[src/rtl/lfsr_pkg.sv]
// Shared definitions for the LFSR engine: width limits, feedback mode and tap masks.
package lfsr_pkg;

  localparam int N_MIN = 2;
  localparam int N_MAX = 32;

  typedef enum logic {
    FIB    = 1'b0,
    GALOIS = 1'b1
  } lfsr_mode_e;

  // Maximal-length tap mask for an n-bit LFSR; bit k set means term x^(k+1).
  function automatic logic [31:0] TAPS(input int n);
    logic [31:0] t;
    case (n)
      2:       t = 32'h0000_0003;
      3:       t = 32'h0000_0006;
      4:       t = 32'h0000_000C;
      5:       t = 32'h0000_0014;
      6:       t = 32'h0000_0030;
      7:       t = 32'h0000_0060;
      8:       t = 32'h0000_00B8;
      9:       t = 32'h0000_0110;
      10:      t = 32'h0000_0240;
      11:      t = 32'h0000_0500;
      12:      t = 32'h0000_0829;
      13:      t = 32'h0000_100D;
      14:      t = 32'h0000_2015;
      15:      t = 32'h0000_6000;
      16:      t = 32'h0000_D008;
      17:      t = 32'h0001_2000;
      18:      t = 32'h0002_0400;
      19:      t = 32'h0004_0023;
      20:      t = 32'h0009_0000;
      21:      t = 32'h0014_0000;
      22:      t = 32'h0030_0000;
      23:      t = 32'h0042_0000;
      24:      t = 32'h00E1_0000;
      25:      t = 32'h0120_0000;
      26:      t = 32'h0200_0023;
      27:      t = 32'h0400_0013;
      28:      t = 32'h0900_0000;
      29:      t = 32'h1400_0000;
      30:      t = 32'h2000_0029;
      31:      t = 32'h4800_0000;
      32:      t = 32'h8020_0003;
      default: t = 32'h0000_0000;
    endcase
    return t;
  endfunction

endpackage

[src/rtl/lfsr_period_tracker.sv]
// Counts steps since the last seed load or seed match, and reports the cycle
// length with a one-cycle done pulse whenever the sequence returns to the seed.
module lfsr_period_tracker
  import lfsr_pkg::*;
#(
  parameter int N = 8
) (
  input  logic         clk,
  input  logic         reset,
  input  logic         load_i,
  input  logic [N-1:0] seed_i,
  input  logic         step_i,
  input  logic [N-1:0] next_state_i,
  output logic [N-1:0] period_o,
  output logic         done_o
);

  localparam logic [N-1:0] ONE = {{(N-1){1'b0}}, 1'b1};

  logic [N-1:0] seed_q,   seed_d;
  logic [N-1:0] cnt_q,    cnt_d;
  logic [N-1:0] period_q, period_d;
  logic         done_q,   done_d;
  logic [N-1:0] cnt_inc_s;
  logic         match_s;

  // Next-state for the counter, latched seed, period and done pulse.
  always_comb begin
    seed_d    = seed_q;
    cnt_d     = cnt_q;
    period_d  = period_q;
    done_d    = 1'b0;
    // Saturate so the counter can never wrap back to zero on its own.
    cnt_inc_s = (cnt_q == {N{1'b1}}) ? cnt_q : cnt_q + ONE;
    match_s   = (next_state_i == seed_q);
    if (load_i) begin
      seed_d = seed_i;
      cnt_d  = '0;
    end else if (step_i) begin
      if (match_s) begin
        period_d = cnt_inc_s;
        cnt_d    = '0;
        done_d   = 1'b1;
      end else begin
        cnt_d = cnt_inc_s;
      end
    end else begin
      cnt_d = cnt_q;
    end
  end

  // Tracker registers; reset forgets any pending done pulse.
  always_ff @(posedge clk) begin
    if (reset) begin
      seed_q   <= ONE;
      cnt_q    <= '0;
      period_q <= '0;
      done_q   <= 1'b0;
    end else begin
      seed_q   <= seed_d;
      cnt_q    <= cnt_d;
      period_q <= period_d;
      done_q   <= done_d;
    end
  end

  assign period_o = period_q;
  assign done_o   = done_q;

endmodule

[src/rtl/lfsr_engine.sv]
// N-bit LFSR with selectable Fibonacci/Galois feedback, seed loading and
// period measurement. An all-zero seed is replaced by 1 and flagged.
module lfsr_engine
  import lfsr_pkg::*;
#(
  parameter int N = 8
) (
  input  logic         clk,
  input  logic         reset,
  input  logic         load_seed,
  input  logic [N-1:0] seed_data,
  input  logic         galois_sel,
  input  logic         step_en,
  output logic [N-1:0] lfsr_data,
  output logic         lfsr_done,
  output logic [N-1:0] period,
  output logic         seed_err
);

  if ((N < N_MIN) || (N > N_MAX)) begin : g_width_check
    $error("lfsr_engine: N=%0d outside supported range", N);
  end

  localparam logic [31:0]  P_FULL = TAPS(N);
  localparam logic [N-1:0] P      = P_FULL[N-1:0];
  localparam logic [N-1:0] ONE    = {{(N-1){1'b0}}, 1'b1};

  logic [N-1:0] state_q, state_d;
  lfsr_mode_e   mode_q,  mode_d;
  logic         err_q,   err_d;
  logic [N-1:0] fib_next_s;
  logic [N-1:0] gal_next_s;
  logic [N-1:0] step_next_s;
  logic [N-1:0] load_val_s;
  logic         do_step_s;

  // Feedback network and next-state selection (load beats step, step beats hold).
  always_comb begin
    fib_next_s  = {state_q[N-2:0], ^(state_q & P)};
    gal_next_s  = {state_q[N-2:0], 1'b0} ^
                  (state_q[N-1] ? {P[N-2:0], 1'b1} : {N{1'b0}});
    step_next_s = (mode_q == GALOIS) ? gal_next_s : fib_next_s;
    load_val_s  = (seed_data == '0) ? ONE : seed_data;
    do_step_s   = step_en & ~load_seed;
    state_d     = state_q;
    mode_d      = mode_q;
    err_d       = 1'b0;
    if (load_seed) begin
      state_d = load_val_s;
      mode_d  = galois_sel ? GALOIS : FIB;
      err_d   = (seed_data == '0);
    end else if (step_en) begin
      state_d = step_next_s;
    end else begin
      state_d = state_q;
    end
  end

  // State, mode and seed-error registers.
  always_ff @(posedge clk) begin
    if (reset) begin
      state_q <= ONE;
      mode_q  <= FIB;
      err_q   <= 1'b0;
    end else begin
      state_q <= state_d;
      mode_q  <= mode_d;
      err_q   <= err_d;
    end
  end

  lfsr_period_tracker #(.N(N)) u_tracker (
    .clk          (clk),
    .reset        (reset),
    .load_i       (load_seed),
    .seed_i       (load_val_s),
    .step_i       (do_step_s),
    .next_state_i (step_next_s),
    .period_o     (period),
    .done_o       (lfsr_done)
  );

  assign lfsr_data = state_q;
  assign seed_err  = err_q;

endmodule

[config.mk]
export PLATFORM = sky130hd
export DESIGN_NAME = lfsr_engine
export DESIGN_NICKNAME = d
export VERILOG_FILES = /design/src/rtl/lfsr_pkg.sv /design/src/rtl/lfsr_period_tracker.sv /design/src/rtl/lfsr_engine.sv
export SDC_FILE = /design/constraint.sdc
export NUM_CORES = 1
export LEC_CHECK = 0
export ABC_AREA = 1
export BUFFER_PORTS_ARGS = -buffer_cell sky130_fd_sc_hd__buf_2
export CORE_MARGIN = 10
export CORE_UTILIZATION = 60
export CTS_CLUSTER_DIAMETER = 200
export DETAILED_ROUTE_END_ITERATION = 16
export PLACE_DENSITY_LB_ADDON = 0.25
export SLEW_MARGIN = 30
export SYNTH_ARGS = -nofsm -noshare
export SYNTH_HDL_FRONTEND = slang
export SYNTH_SLANG_ARGS = --single-unit
export TNS_END_PERCENT = 5
[constraint.sdc]
create_clock -name clk -period 3.8 [get_ports clk]
set_input_delay 0.76 -clock clk [delete_from_list [all_inputs] [get_ports clk]]
set_output_delay 0.76 -clock clk [all_outputs]
set_load 0.02 [all_outputs]
-- Yosys cells after proc, flatten, opt, wreduce, memory -nomap -nowiden
Index checks and enable logic that the tools add are counted.
- flip-flop bits (word level): 35
- latch bits: 0
- memory bits (writable): 0
- bits in read-only memories: 0
- input port bits: 13
- output and inout port bits: 18
- logic and storage cells: 30
- memories: 0
- $add $sub $neg: 1
- $mul: 0
- div/mod/pow operators: 0
- magnitude comparators: 0
- equal/unequal tests: 2
- shift operators: 0
- mux-type cells: 9
- bitwise gates (word level): 4
- reduce and logical (&&, ||, !) cells: 7
- operator list (operator ; count):
    $mux 8 ; 6
    $add 8x1->8 const B ; 1
    $eq 8x8->1 ; 1
    $eq 8x8->1 const B ; 1
    $logic_not 8->1 ; 1
    $reduce_xor 8->1 ; 1
    $xor 8x7->8 ; 1
    $mux 7 ; 1
    $reduce_or 2->1 ; 2
    $reduce_and 3->1 ; 1
    $reduce_or 3->1 ; 1
    $mux 1 ; 2
    $not 1->1 ; 2
    $reduce_bool 2->1 ; 1
    $and 1x1->1 ; 1

-- Longest topological paths before layout
Gate-level depths: netlist of the first run.
- depth in word-level cells: 5
- gate-level depth with buffers: 14
- mapped depth without buffers: 13

-- By module
A second synthesis of the first run with hierarchy kept.
- cells, all modules: 326
- area total of the unflattened synthesis: 2028.2 um2
- modules (own cells, without submodules) (module ; instances ; cells each ; area each (um2) ; seq. area each (um2)):
    lfsr_period_tracker ; 1 ; 225 ; 1386.3 ; 500.5
    lfsr_engine ; 1 ; 101 ; 641.9 ; 200.2

-- Worst setup path after synthesis of the first run
No wires, ideal clock.
- kind: in2reg
- from: in load_seed
- to: reg u_tracker.period_q[4], in the netlist u_tracker.period_o[4]
- setup time: 110 ps
- data arrival time: 1696 ps
- required time: 3690 ps
- slack: 1995 ps
- stages: 7
- buffers on the path: 1
- cell sequence: inv_1 > nand2_1 > inv_1 > clkbuf_1 > nand4_1 > nand2_1 > nor2_1
- longest elaborated chain between the ends: 3
- RTL lines (element ; RTL line ; text):
    from (decl) ; lfsr_engine.sv:10 ; input logic load_seed,
    $not 1->1 (no line) (*) ; -- ;
    $and 1x1->1 ; lfsr_engine.sv:44 ; do_step_s = step_en & ~load_seed;
    $reduce_and 3->1 (no line) (*) ; -- ;
    to (signal assigned) ; lfsr_period_tracker.sv:62 ; period_q <= period_d;
    to (decl) ; lfsr_period_tracker.sv:22 ; logic [N-1:0] period_q, period_d;
Mark *: on every way between the ends. The rest lies on a longest branch, timed or not.
A chain may end at the register's enable or synchronous reset.

-- Worst setup path after layout of the first run
- from: in load_seed
- to: reg u_tracker.period_q[6], in the netlist u_tracker.period_o[6]
Same word-level chain as after synthesis.

==> results of run 1 <==
## state kept, by name, summed over array words and instances (netlist names)
signal              count
lfsr_data               8
mode_q                  1
seed_err                1
u_tracker.cnt_q         8
u_tracker.done_o        1
u_tracker.period_o      8
u_tracker.seed_q        8
## metrics by stage
| stage | cells | utilization | hold slack, ns |
|---|---|---|---|
| 2_1_floorplan | 284 | - | 0.4527 |
| 3_3_place_gp | 337 | 0.6604 | 0.4689 |
| 3_5_place_dp | 337 | 0.6604 | 0.4731 |
| 4_1_cts | 345 | 0.6771 | 0.4893 |
| 5_1_grt | 345 | 0.6771 | 0.5076 |
| 6_report | 345 | 0.6771 | 0.4884 |
## area by class of cell
cell class,instances,area [um2],share of cell area
clock buffers,7,45.04,0.02215
clock inverters,1,5.005,0.002462
inverters,40,150.1,0.07385
multi-input cells,199,940.9,0.4628
flip-flops and latches,35,700.7,0.3446
well taps,33,41.29,0.02031
repair buffers,30,150.1,0.07385
## power by group through the flow
stage	clock network (mW)	registers, mW	logic [mW]
6_report	0.197	0.392	0.101
5_1_grt	0.218	0.394	0.114
4_1_cts	0.200	0.392	0.101
3_5_place_dp	0	0.400	0.100
3_3_place_gp	0	0.400	0.0989
2_1_floorplan	0	0.405	0.0688
## worst min path at each step
stage | endpoint | start
detailed placement | u_tracker.seed_q[3] | u_tracker.seed_q[3]
CTS | u_tracker.seed_q[3] | u_tracker.seed_q[3]
finish | u_tracker.seed_q[7] | u_tracker.seed_q[7]
global route | u_tracker.seed_q[1] | u_tracker.seed_q[1]
floorplan | u_tracker.seed_q[1] | u_tracker.seed_q[1]
global placement | u_tracker.seed_q[1] | u_tracker.seed_q[1]
## worst register-to-register path, cell delays in order (launching register included)
cell and delay (ns):
dfxtp_1 0.42, ha_1 0.21, nand3_1 0.13, nor3_2 0.26, nand3_1 0.27, nand2_1 0.12, nand2_1 0.09, nor2_1 0.12
nand2_1 0.08, a21oi_1 0.13
## per-layer routing
metal	vias up	routed length [um]
met2	45	1769
met3	6	353
li1	950	-
met4	0	46
met5	-	0
met1	788	1949
## cells in the final DEF (no fill, tap or decap), drive strengths merged
cell type and n:
clkinv 1, dfxtp 35, nor3 1, o22ai 4, a31oi 8, buf 30, xor2 2, o211ai 1
nand4 9, nand2 102, nand3 17, o21ai 5, nor2 31, clkbuf 7, nor4 1, a21oi 12
inv 40, or2 1, xnor2 4, ha 1
## logic make-up after synthesis
family | Yosys count
adder cells (fa/ha/maj) | 1
AO/OA/AOI/OAI | 30
buffers and inverters | 50
XOR/XNOR | 6
AND/OR/NAND/NOR | 162
flip-flops | 35
==> metrics.md, run 1 <==
| Metric | Value |
|---|---|
| Status | `finished clean` |
| Post-route cell area | `a little over 2000 um2` |
| Simple-Gate Fraction of Synth Area | `0.3832` |
| Met1 usage | `0.2057` |
| Clock Power Share | `0.285` |
| Total of max-cap violations | `0` |
| Number of synthesized register bits | `35` |
| TritonCTS clock tree | `yes` |
| Gp weighted congestion | `approximately 0.84` |
| Worst setup path category | `in -> reg` |
| Hold-fix buffers, CTS | `0` |
| Int Pwr | `484.7 uW` |
| Ys flop type | `dfxtp_1` |
| Main combinational cell family by area after synthesis | `simple AND/OR/NAND/NOR gates` |
| Post-CTS sizing | `0` |
| Num CTS Buffers | `5` |
| Fill cell count | `293` |
| Worst EP required | `~4 ns` |
| Boundary pin count | `31` |
| Gr usage total | `0.1599` |
| Synth area leaders | `dfxtp_1, nand2_1, inv_1, nor2_1, nand3_1` |
| Crit. Startpoint | `load_seed` |
| Clock sinks | `35` |
| Measured slew at the worst slew-check pin | `around 0.64 ns` |
| Core area | `about 3000 um2` |
| FF-to-FF Start | `u_tracker.cnt_q[0]` |
| Post-Syn Area | `approximately 1800 um2` |
| Post-Place Cell Area | `1983 um2` |
| Antenna diodes | `0` |
| Cell taking the most area after synthesis | `dfxtp_1` |
| Final Critical Period | `2.154 ns` |
| Synth cell types | `25` |
| H-tree levels | `2` |
| Post-synthesis sequential area ratio | `0.3791` |
| Mux share of post-synthesis cell area | `0` |
| Syn Area/Cell | `~6.5 um2` |
| Post-Syn Instances | `around 280` |
| Reg power frac | `0.568` |
| Clk_lat worst skew | `~0.35 ns` |
| P_leak | `about 0.93 nW` |
| WP data arrival | `2.40 ns` |
| Switching part of the total power | `0.2970` |
| CP Max Fanout | `16` |
| Via count | `1789` |
| Detail-routed net length per standard cell | `11.94 um` |
| Rows | `20` |
| Clock edge transition at the registers on the reported setup and hold paths | `~0.11 ns` |
| Worst r2r dst | `u_tracker.cnt_q[0]` |
| Drt first-iter violations | `around 150` |
| Asr flop ratio synth | `0` |
| Number of enable flip-flop cells after synthesis | `0` |
| Power Total | `slightly below 700 uW` |
| Slowest Stage Delay on Critical Path | `roughly 0.54 ns` |
| Crit path depth | `7` |
| Final worst slack | `1.646 ns` |
| Post-route setup TNS | `0 ns` |
| Final net count | `about 330` |
| # setup viols final | `0` |
| Setup bufs post-CTS | `0` |
| Combinational power share | `0.146` |
| P&R area growth vs syn | `10.02%` |
| DRC violations left | `0` |
| Number of port buffers | `30` |
| Nature of the critical path startpoint | `primary input` |
| Met3 Use GR | `0.05599` |
| Crit-path cells | `buf_2 > inv_1 > nand2_1 > inv_1 > nand3_4 > nor2_1 > nor2_1` |
| Post-synthesis net count | `roughly 300` |
| First-pass GRT wire length | `a little over 7 mm` |
| RSZ-0062 raised after global routing | `no` |
| Power density cells | `approximately 340 nW/um2` |
| GRT overflow | `0` |
| Complex-gate fraction of the synthesized area | `0.09072` |
| Share of layout cells above drive strength 1 | `0.1699` |
| Worst hold path type | `reg -> reg` |
| Routed WL | `around 4.1 mm` |
| Final period util | `0.5667` |
| Sw Pwr | `204.8 uW` |
| Detailed Routing Iterations Pass 1 | `4` |
| Top-count cell post-synth | `nand2_1` |
| Worst slew margin | `0.5739` |
| Chip width | `roughly 76 um` |
| Clk_skew | `roughly 0.013 ns` |
| Post-synth top area share | `0.3791` |
| Initial antenna violation count | `0` |
| Placed wire-length estimate | `a little over 3 mm` |
| Fmax | `0.4643 GHz` |
| Top cells by count, synth | `nand2_1, inv_1, dfxtp_1` |
| Hold path depth | `2` |
| CP top delay family | `buffers and inverters` |
| Reg2reg setup slack | `around 1.9 ns` |
| Crit path to | `u_tracker.period_o[6]` |
| Starting Density | `0.6154` |
| DP Worst Slack | `approximately 1.3 ns` |
| Met2 Usage GRT | `0.2427` |
| Root buffer cell | `clkbuf_4` |
| Clk buf depth | `2` |
| Top Usage Layer GRT | `met2` |
| XOR/XNOR share of the synthesized area | `0.02844` |
| Post-DRT Antenna Nets | `0` |
| Die area | `5700 um2` |
| Crit path buf inv count | `3` |
| Via/cell ratio | `a little over 5` |
| Vias in the first global route | `around 1600` |
| Synth warnings | `0` |
| Fin. max-slew vios | `0` |
| Slowest cell on the critical path | `inv_1` |
| Post-synthesis adder-cell area fraction | `0.006770` |
| Largest net degree at the start of global routing | `19` |
| Hold Violations, Final | `0` |
| Die span in y | `75.50 um` |
| Peak VDD IR | `about 0.28 mV` |
| R2r worst-path depth | `9` |
| Worst Setup End Kind | `flip-flop` |
(Power assumes the default switching activity.)
==> run 2, diff against run 1 <==
Settings changed: ABC_AREA 1 to 0, CORE_UTILIZATION 60 to 50.
Clock period 3.8 ns to 1.96 ns, I/O delays scaled along.
==> metrics.md, run 2 <==
| Metric | Value |
|---|---|
| Gr usage total | `0.1364 (was 0.1599)` |
| Post-Syn Area | `1820 um2 (was 1848 um2)` |
| Synth area leaders | `dfxtp_1, mux2i_1, nor2_1, xnor2_1, xor2_1 (was dfxtp_1, nand2_1, inv_1, nor2_1, nand3_1)` |
| # setup viols final | `0 (unchanged)` |
| Number of port buffers | `30 (unchanged)` |
| Number of synthesized register bits | `35 (unchanged)` |
| Boundary pin count | `31 (unchanged)` |
| Power density cells | `735.7 nW/um2 (was 339.1 nW/um2)` |
| Area of the multi-input gates | `1054 um2 (was 940.9 um2)` |
| Register area | `701.9 um2 (was 700.7 um2)` |
| GRT overflow | `0 (unchanged)` |
| Detail-routed net length per standard cell | `14.48 um (was 11.94 um)` |
| Die area | `6455 um2 (was 5700 um2)` |
| P&R area growth vs syn | `20.41% (was 10.02%)` |
| R2r worst-path depth | `7 (was 9)` |
| Starting Density | `0.5330 (was 0.6154)` |
| Final Critical Period | `between 1.5 and 2 ns` |
| Measured slew at the worst slew-check pin | `0.8197 ns (was 0.6367 ns)` |
| Post-synthesis net count | `219 (was 298)` |
| Top-count cell post-synth | `dfxtp_1 (was nand2_1)` |
| Hold EP | `mode_q (was u_tracker.seed_q[7])` |
| Synth cell types | `42 (was 25)` |
| Die span in y | `80.34 um (was 75.50 um)` |
| Asr flop ratio synth | `0 (unchanged)` |
| Syn Area/Cell | `8.880 um2 (was 6.507 um2)` |
| Root buffer cell | `clkbuf_4 (unchanged)` |
| Hold Violations, Final | `0 (unchanged)` |
| Vias in the first global route | `1520 (was 1588)` |
| Fin. max-slew vios | `0 (unchanged)` |
| Worst EP required | `2.23 ns (was 4.04 ns)` |
| Routed WL | `4.272 mm (was 4.119 mm)` |
| Share of layout cells above drive strength 1 | `0.2490 (was 0.1699)` |
| P_leak | `0.9169 nW (was 0.9339 nW)` |
| Peak VDD IR | `0.3388 mV (was 0.2805 mV)` |
| Post-DRT Antenna Nets | `0 (unchanged)` |
| Clock sinks | `35 (unchanged)` |
| Clk_skew | `0.007673 ns (was 0.01266 ns)` |
| TritonCTS clock tree | `yes (unchanged)` |
| Drt first-iter violations | `94 (was 153)` |
| Clk_lat worst skew | `0.34 ns (was 0.35 ns)` |
| Post-route setup TNS | `0 ns (unchanged)` |
| Clock edge transition at the registers on the reported setup and hold paths | `0.10 ns (was 0.11 ns)` |
| Fill cell count | `309 (was 293)` |
| Clk buf depth | `2 (unchanged)` |
| Cell taking the most area after synthesis | `dfxtp_1 (unchanged)` |
| Via/cell ratio | `5.515 (was 5.186)` |
| Post-Syn Instances | `205 (was 284)` |
| Final worst slack | `0.07592 ns (was 1.646 ns)` |
| Final period util | `0.9613` |
| Most common cell after layout, fill and taps aside | `dfxtp_1 (was nand2_1)` |
| Worst Min Path Start | `galois_sel (was u_tracker.seed_q[7])` |
| DRC violations left | `0 (unchanged)` |
| Gp weighted congestion | `0.8405 (was 0.8389)` |
| CP Max Fanout | `8 (was 16)` |
| Chip width | `80.34 um (was 75.50 um)` |
| First-pass GRT wire length | `7.024 mm (was 7.134 mm)` |
| WP data arrival | `2.16 ns (was 2.40 ns)` |
| Worst Setup End Kind | `flip-flop (unchanged)` |
| Initial antenna violation count | `0 (unchanged)` |
| Largest net degree at the start of global routing | `26 (was 19)` |
| DP Worst Slack | `-0.001447 ns (was 1.304 ns)` |
| Top cells by count, synth | `dfxtp_1, nor2_1, mux2i_1 (was nand2_1, inv_1, dfxtp_1)` |
| Post-synth top area share | `0.3849 (was 0.3791)` |
| Hold path depth | `3 (was 2)` |
| H-tree levels | `2 (unchanged)` |
| Reg2reg setup slack | `0.08 ns (was 1.91 ns)` |
| Ys flop type | `dfxtp_1 (unchanged)` |
| Final net count | `262 (was 325)` |
| Num CTS Buffers | `5 (unchanged)` |
| Total of max-cap violations | `0 (unchanged)` |
| Worst setup path category | `reg -> reg (was in -> reg)` |
| Placed wire-length estimate | `3.319 mm (was 3.047 mm)` |
| FF-to-FF Start | `lfsr_data[1] (was u_tracker.cnt_q[0])` |
| Worst hold path type | `in -> reg (was reg -> reg)` |
| Inst Count DP | `285 (was 337)` |
| Post-synthesis sequential area ratio | `0.3849 (was 0.3791)` |
| Worst r2r dst | `u_tracker.period_o[7] (was u_tracker.cnt_q[0])` |
| Detailed Routing Iterations Pass 1 | `4 (unchanged)` |
| Finished Layout Cells | `295 (was 345)` |
| Number of enable flip-flop cells after synthesis | `0 (unchanged)` |
| Commonest cells after routing, fill and taps aside | `dfxtp_1, buf_2, nor2_1 (was nand2_1, inv_1, dfxtp_1)` |
| Nature of the critical path startpoint | `flip-flop (was primary input)` |
| Rows | `21 (was 20)` |
| Fmax | `between 0.5 and 0.6 GHz` |
| Worst slew margin | `0.4493 (was 0.5739)` |
| Status | `finished clean (unchanged)` |
| Via count | `1627 (was 1789)` |
| Core area | `3416 um2 (was 3003 um2)` |
| Antenna diodes | `0 (unchanged)` |
| Synth warnings | `0 (unchanged)` |
==> run 2: timing repair <==
| action | in CTS | in global routing |
|---|---|---|
| resized for setup | 0 | 0 |
| endpoints found under the setup margin | 3 | 6 |
| hold buffers | 0 | 0 |
| cloned | 0 | 0 |
| buffers inserted | 1 | 1 |
| pin swaps | 1 | 1 |
==> run 2: area by class of cell <==
cell class / instances / share of cell area
inverter: 4 / 0.006849
clock inverter: 2 / 0.01598
sequential: 35 / 0.3202
timing repair buffer: 47 / 0.1267
clock buffer: 6 / 0.02340
tap: 46 / 0.02626
multi-input combinational: 155 / 0.4806
==> run 2: worst max path at each step <==
stage / from / endpoint / slack, ns / cells past startpoint
2_1_floorplan: lfsr_data[3] / u_tracker.period_o[4] / 0.04 / 5
3_3_place_gp: lfsr_data[6] / u_tracker.period_o[4] / 0.05 / 5
3_5_place_dp: lfsr_data[6] / u_tracker.period_o[5] / -0.001 / 6
4_1_cts: lfsr_data[6] / u_tracker.period_o[7] / 0.02 / 6
5_1_grt: lfsr_data[1] / u_tracker.period_o[7] / -0.03 / 7
6_report: lfsr_data[1] / u_tracker.period_o[7] / 0.08 / 7
==> run 2: worst max-delay path, cell delays in order (launching register included) <==
cell and delay (ns):
dfxtp_1 0.35, xor2_1 0.17, nor4_2 0.29, buf_4 0.16, o211ai_1 0.07, buf_4 0.17, or4_1 0.47, a21oi_1 0.14
==> run 2: power breakdown <==
| part | switching [mW] | leakage, nW | internal (mW) |
|---|---|---|---|
| combinational | 0.181 | 0.582 | 0.128 |
| clock | 0.243 | 0.0482 | 0.301 |
| sequential | 0.0226 | 0.286 | 0.737 |
==> run 2: logic make-up after synthesis <==
kind of cell / share of synthesized area
simple gates: 0.2131
compound gates: 0.1684
flops: 0.3849
xor+xnor: 0.1079
buf+inv: 0.03642
mux: 0.08247
fa+ha+maj: 0.006872
==> run 2: stage by stage <==
step | cell area (um2) | power [mW] | hold WS, ns | utilization
finish | 2192 | 1.613 | 0.2984 | 0.6418
global route | 2192 | 1.686 | 0.2999 | 0.6418
CTS | 2185 | 1.621 | 0.2986 | 0.6396
detailed placement | 2091 | 1.078 | 0.4608 | 0.6121
global placement | 2091 | 1.072 | 0.4566 | 0.6121
floorplan | 1822 | 0.9919 | 0.4419 | -
==> run 2: metal layers <==
layer / wire [um] / global-route usage / vias to the layer above
li1: - / - / 835
met1: 2095 / 0.1735 / 741
met2: 1844 / 0.1998 / 42
met3: 234 / 0.04009 / 9
met4: 97 / 0.07570 / 0
met5: 0 / 0 / -
==> run 3, diff against run 2 <==
Settings changed: CORE_UTILIZATION 50 to 59.
Clock period 1.96 ns to 2.29 ns, I/O delays scaled along.
==> metrics.md, run 3 (synthesis results as in run 2) <==
| Metric | Value |
|---|---|
| Worst Setup End Kind | `flip-flop (unchanged)` |
| Slowest cell on the critical path | `or4_1 (unchanged)` |
| Worst Min Path Start | `seed_data[1] (was galois_sel)` |
| DRC violations left | `0 (unchanged)` |
| RSZ-0062 raised after global routing | `no` |
| Num CTS Buffers | `5 (unchanged)` |
| R2r worst-path depth | `5 (was 7)` |
| Antenna diodes | `0 (unchanged)` |
| Fin. max-slew vios | `0 (unchanged)` |
| Final Critical Period | `2.057 ns (was 1.884 ns)` |
| Detail-routed net length per standard cell | `16.09 um (was 14.48 um)` |
| Worst setup path category | `reg -> reg (unchanged)` |
| Final period util | `0.8981 (was 0.9613)` |
| Commonest cells after routing, fill and taps aside | `dfxtp_1, buf_2, nor2_1 (unchanged)` |
| Rows | `20 (was 21)` |
| TritonCTS clock tree | `yes (unchanged)` |
| Post-Place Cell Area | `1983 um2 (was 2091 um2)` |
| Nature of the critical path startpoint | `flip-flop (unchanged)` |
| Drt first-iter violations | `108 (was 94)` |
| Die span in y | `75.55 um (was 80.34 um)` |
| Initial antenna violation count | `0 (unchanged)` |
| Post-DRT Antenna Nets | `0 (unchanged)` |
| Core area | `3003 um2 (was 3416 um2)` |
| Share of layout cells above drive strength 1 | `0.2025 (was 0.2490)` |
| Hold path depth | `3 (unchanged)` |
| Measured slew at the worst slew-check pin | `0.5598 ns (was 0.8197 ns)` |
| Crit-path cells | `xnor3_2 > nor2_8 > xor2_4 > or4_1 > a21oi_1 (was xor2_1 > nor4_2 > buf_4 > o211ai_1 > buf_4 > or4_1 > a21oi_1)` |
| P&R area growth vs syn | `15.33% (was 20.41%)` |
| FF-to-FF Start | `lfsr_data[5] (was lfsr_data[1])` |
| Post-route setup TNS | `0 ns (unchanged)` |
| Placed wire-length estimate | `3.152 mm (was 3.319 mm)` |
| Fmax | `0.4862 GHz (was 0.5308 GHz)` |
| Root buffer cell | `clkbuf_4 (unchanged)` |
| Total of max-cap violations | `0 (unchanged)` |
| Via/cell ratio | `5.915 (was 5.515)` |
| Chip width | `75.55 um (was 80.34 um)` |
| Power density cells | `679.5 nW/um2 (was 735.7 nW/um2)` |
| Gp weighted congestion | `0.8136 (was 0.8405)` |
| Status | `finished clean (unchanged)` |
| Slowest Stage Delay on Critical Path | `0.56 ns (was 0.47 ns)` |
| Reg2reg setup slack | `0.23 ns (was 0.08 ns)` |
| Die area | `5708 um2 (was 6455 um2)` |
| Detailed Routing Iterations Pass 1 | `4 (unchanged)` |
| Number of port buffers | `30 (unchanged)` |
| GRT overflow | `0 (unchanged)` |
| Clk_skew | `0.01200 ns (was 0.007673 ns)` |
| Clk_lat worst skew | `0.33 ns (was 0.34 ns)` |
| Clock edge transition at the registers on the reported setup and hold paths | `0.11 ns (was 0.10 ns)` |
| Fill cell count | `255 (was 309)` |
| Most common cell after layout, fill and taps aside | `dfxtp_1 (unchanged)` |
| Final net count | `250 (was 262)` |
| Final worst slack | `0.2333 ns (was 0.07592 ns)` |
| Hold EP | `lfsr_data[1] (was mode_q)` |
| # setup viols final | `0 (unchanged)` |
| Clock sinks | `35 (unchanged)` |
| Worst hold path type | `in -> reg (unchanged)` |
| Power Total | `1.427 mW (was 1.613 mW)` |
| Post-route cell area | `2100 um2 (was 2192 um2)` |
| Largest net degree at the start of global routing | `31 (was 26)` |
| H-tree levels | `2 (unchanged)` |
| Boundary pin count | `31 (unchanged)` |
| CP Max Fanout | `17 (was 8)` |
| Via count | `1597 (was 1627)` |
| WP data arrival | `2.32 ns (was 2.16 ns)` |
| Worst slew margin | `0.6268 (was 0.4493)` |
| P_leak | `0.8586 nW (was 0.9169 nW)` |
| Vias in the first global route | `1562 (was 1520)` |
| DP Worst Slack | `0.2319 ns (was -0.001447 ns)` |
| First-pass GRT wire length | `7.072 mm (was 7.024 mm)` |
| Post-CTS sizing | `0 (unchanged)` |
| Gr usage total | `0.1606 (was 0.1364)` |
| Routed WL | `4.343 mm (was 4.272 mm)` |
| Starting Density | `0.6063 (was 0.5330)` |
| Clk buf depth | `2 (unchanged)` |
| Hold Violations, Final | `0 (unchanged)` |
| Worst r2r dst | `u_tracker.period_o[7] (unchanged)` |
| Peak VDD IR | `0.4390 mV (was 0.3388 mV)` |
| Worst EP required | `2.55 ns (was 2.23 ns)` |
## run 3: worst max path at each step
stage / start / end / cells after the start
after floorplan: lfsr_data[5] / u_tracker.period_o[4] / 5
after global placement: lfsr_data[3] / u_tracker.period_o[4] / 5
after detailed placement: lfsr_data[6] / u_tracker.period_o[1] / 6
after CTS: mode_q / u_tracker.period_o[1] / 6
after global routing: lfsr_data[5] / u_tracker.cnt_q[0] / 5
final: lfsr_data[5] / u_tracker.period_o[7] / 5
## run 3: per-layer routing
layer	vias up	track usage	routed length, um
met3	4	0.05078	311
met5	-	0	0
met1	741	0.2069	1943
met4	0	0.05773	36
met2	48	0.2455	2051
li1	804	-	-
## run 3: through the flow
step                      utilization  hold WS (ns)  std cells
after floorplan                     -        0.4419        205
after global placement         0.6604        0.4541        260
after detailed placement       0.6604        0.4599        260
after CTS                      0.6942        0.3760        268
after global routing           0.6992        0.3936        270
final                          0.6992        0.3902        270
## run 3: final cells by class
cell class	count	area, um2	share of cell area
Multi-Input combinational cell	155	1054	0.5018
Sequential cell	35	700.7	0.3337
Timing Repair Buffer	35	187.7	0.08939
Clock inverter	2	60.06	0.02861
Clock buffer	6	41.29	0.01967
Tap cell	33	41.29	0.01967
Inverter	4	15.01	0.007151
## run 3: timing repair
action / CTS / global route
setup buffers: 0 / 2
endpoints found under the hold margin: 0 / 0
endpoints found under the setup margin: 0 / 1
hold buffers: 0 / 0
## run 3: worst max-delay path: cells and delay by family, from the launching register on
family | cells | cell delay, ns
AND/OR/NAND/NOR | 2 | 0.72
flip-flops | 1 | 0.45
XOR/XNOR | 2 | 0.68
AO/OA/AOI/OAI | 1 | 0.15
## run 3: where the power goes
part / internal (mW) / leakage, nW / switching (mW) / total, mW
clock network: 0.341 / 0.0525 / 0.195 / 0.536
registers: 0.630 / 0.286 / 0.0250 / 0.655
logic: 0.0896 / 0.520 / 0.146 / 0.235
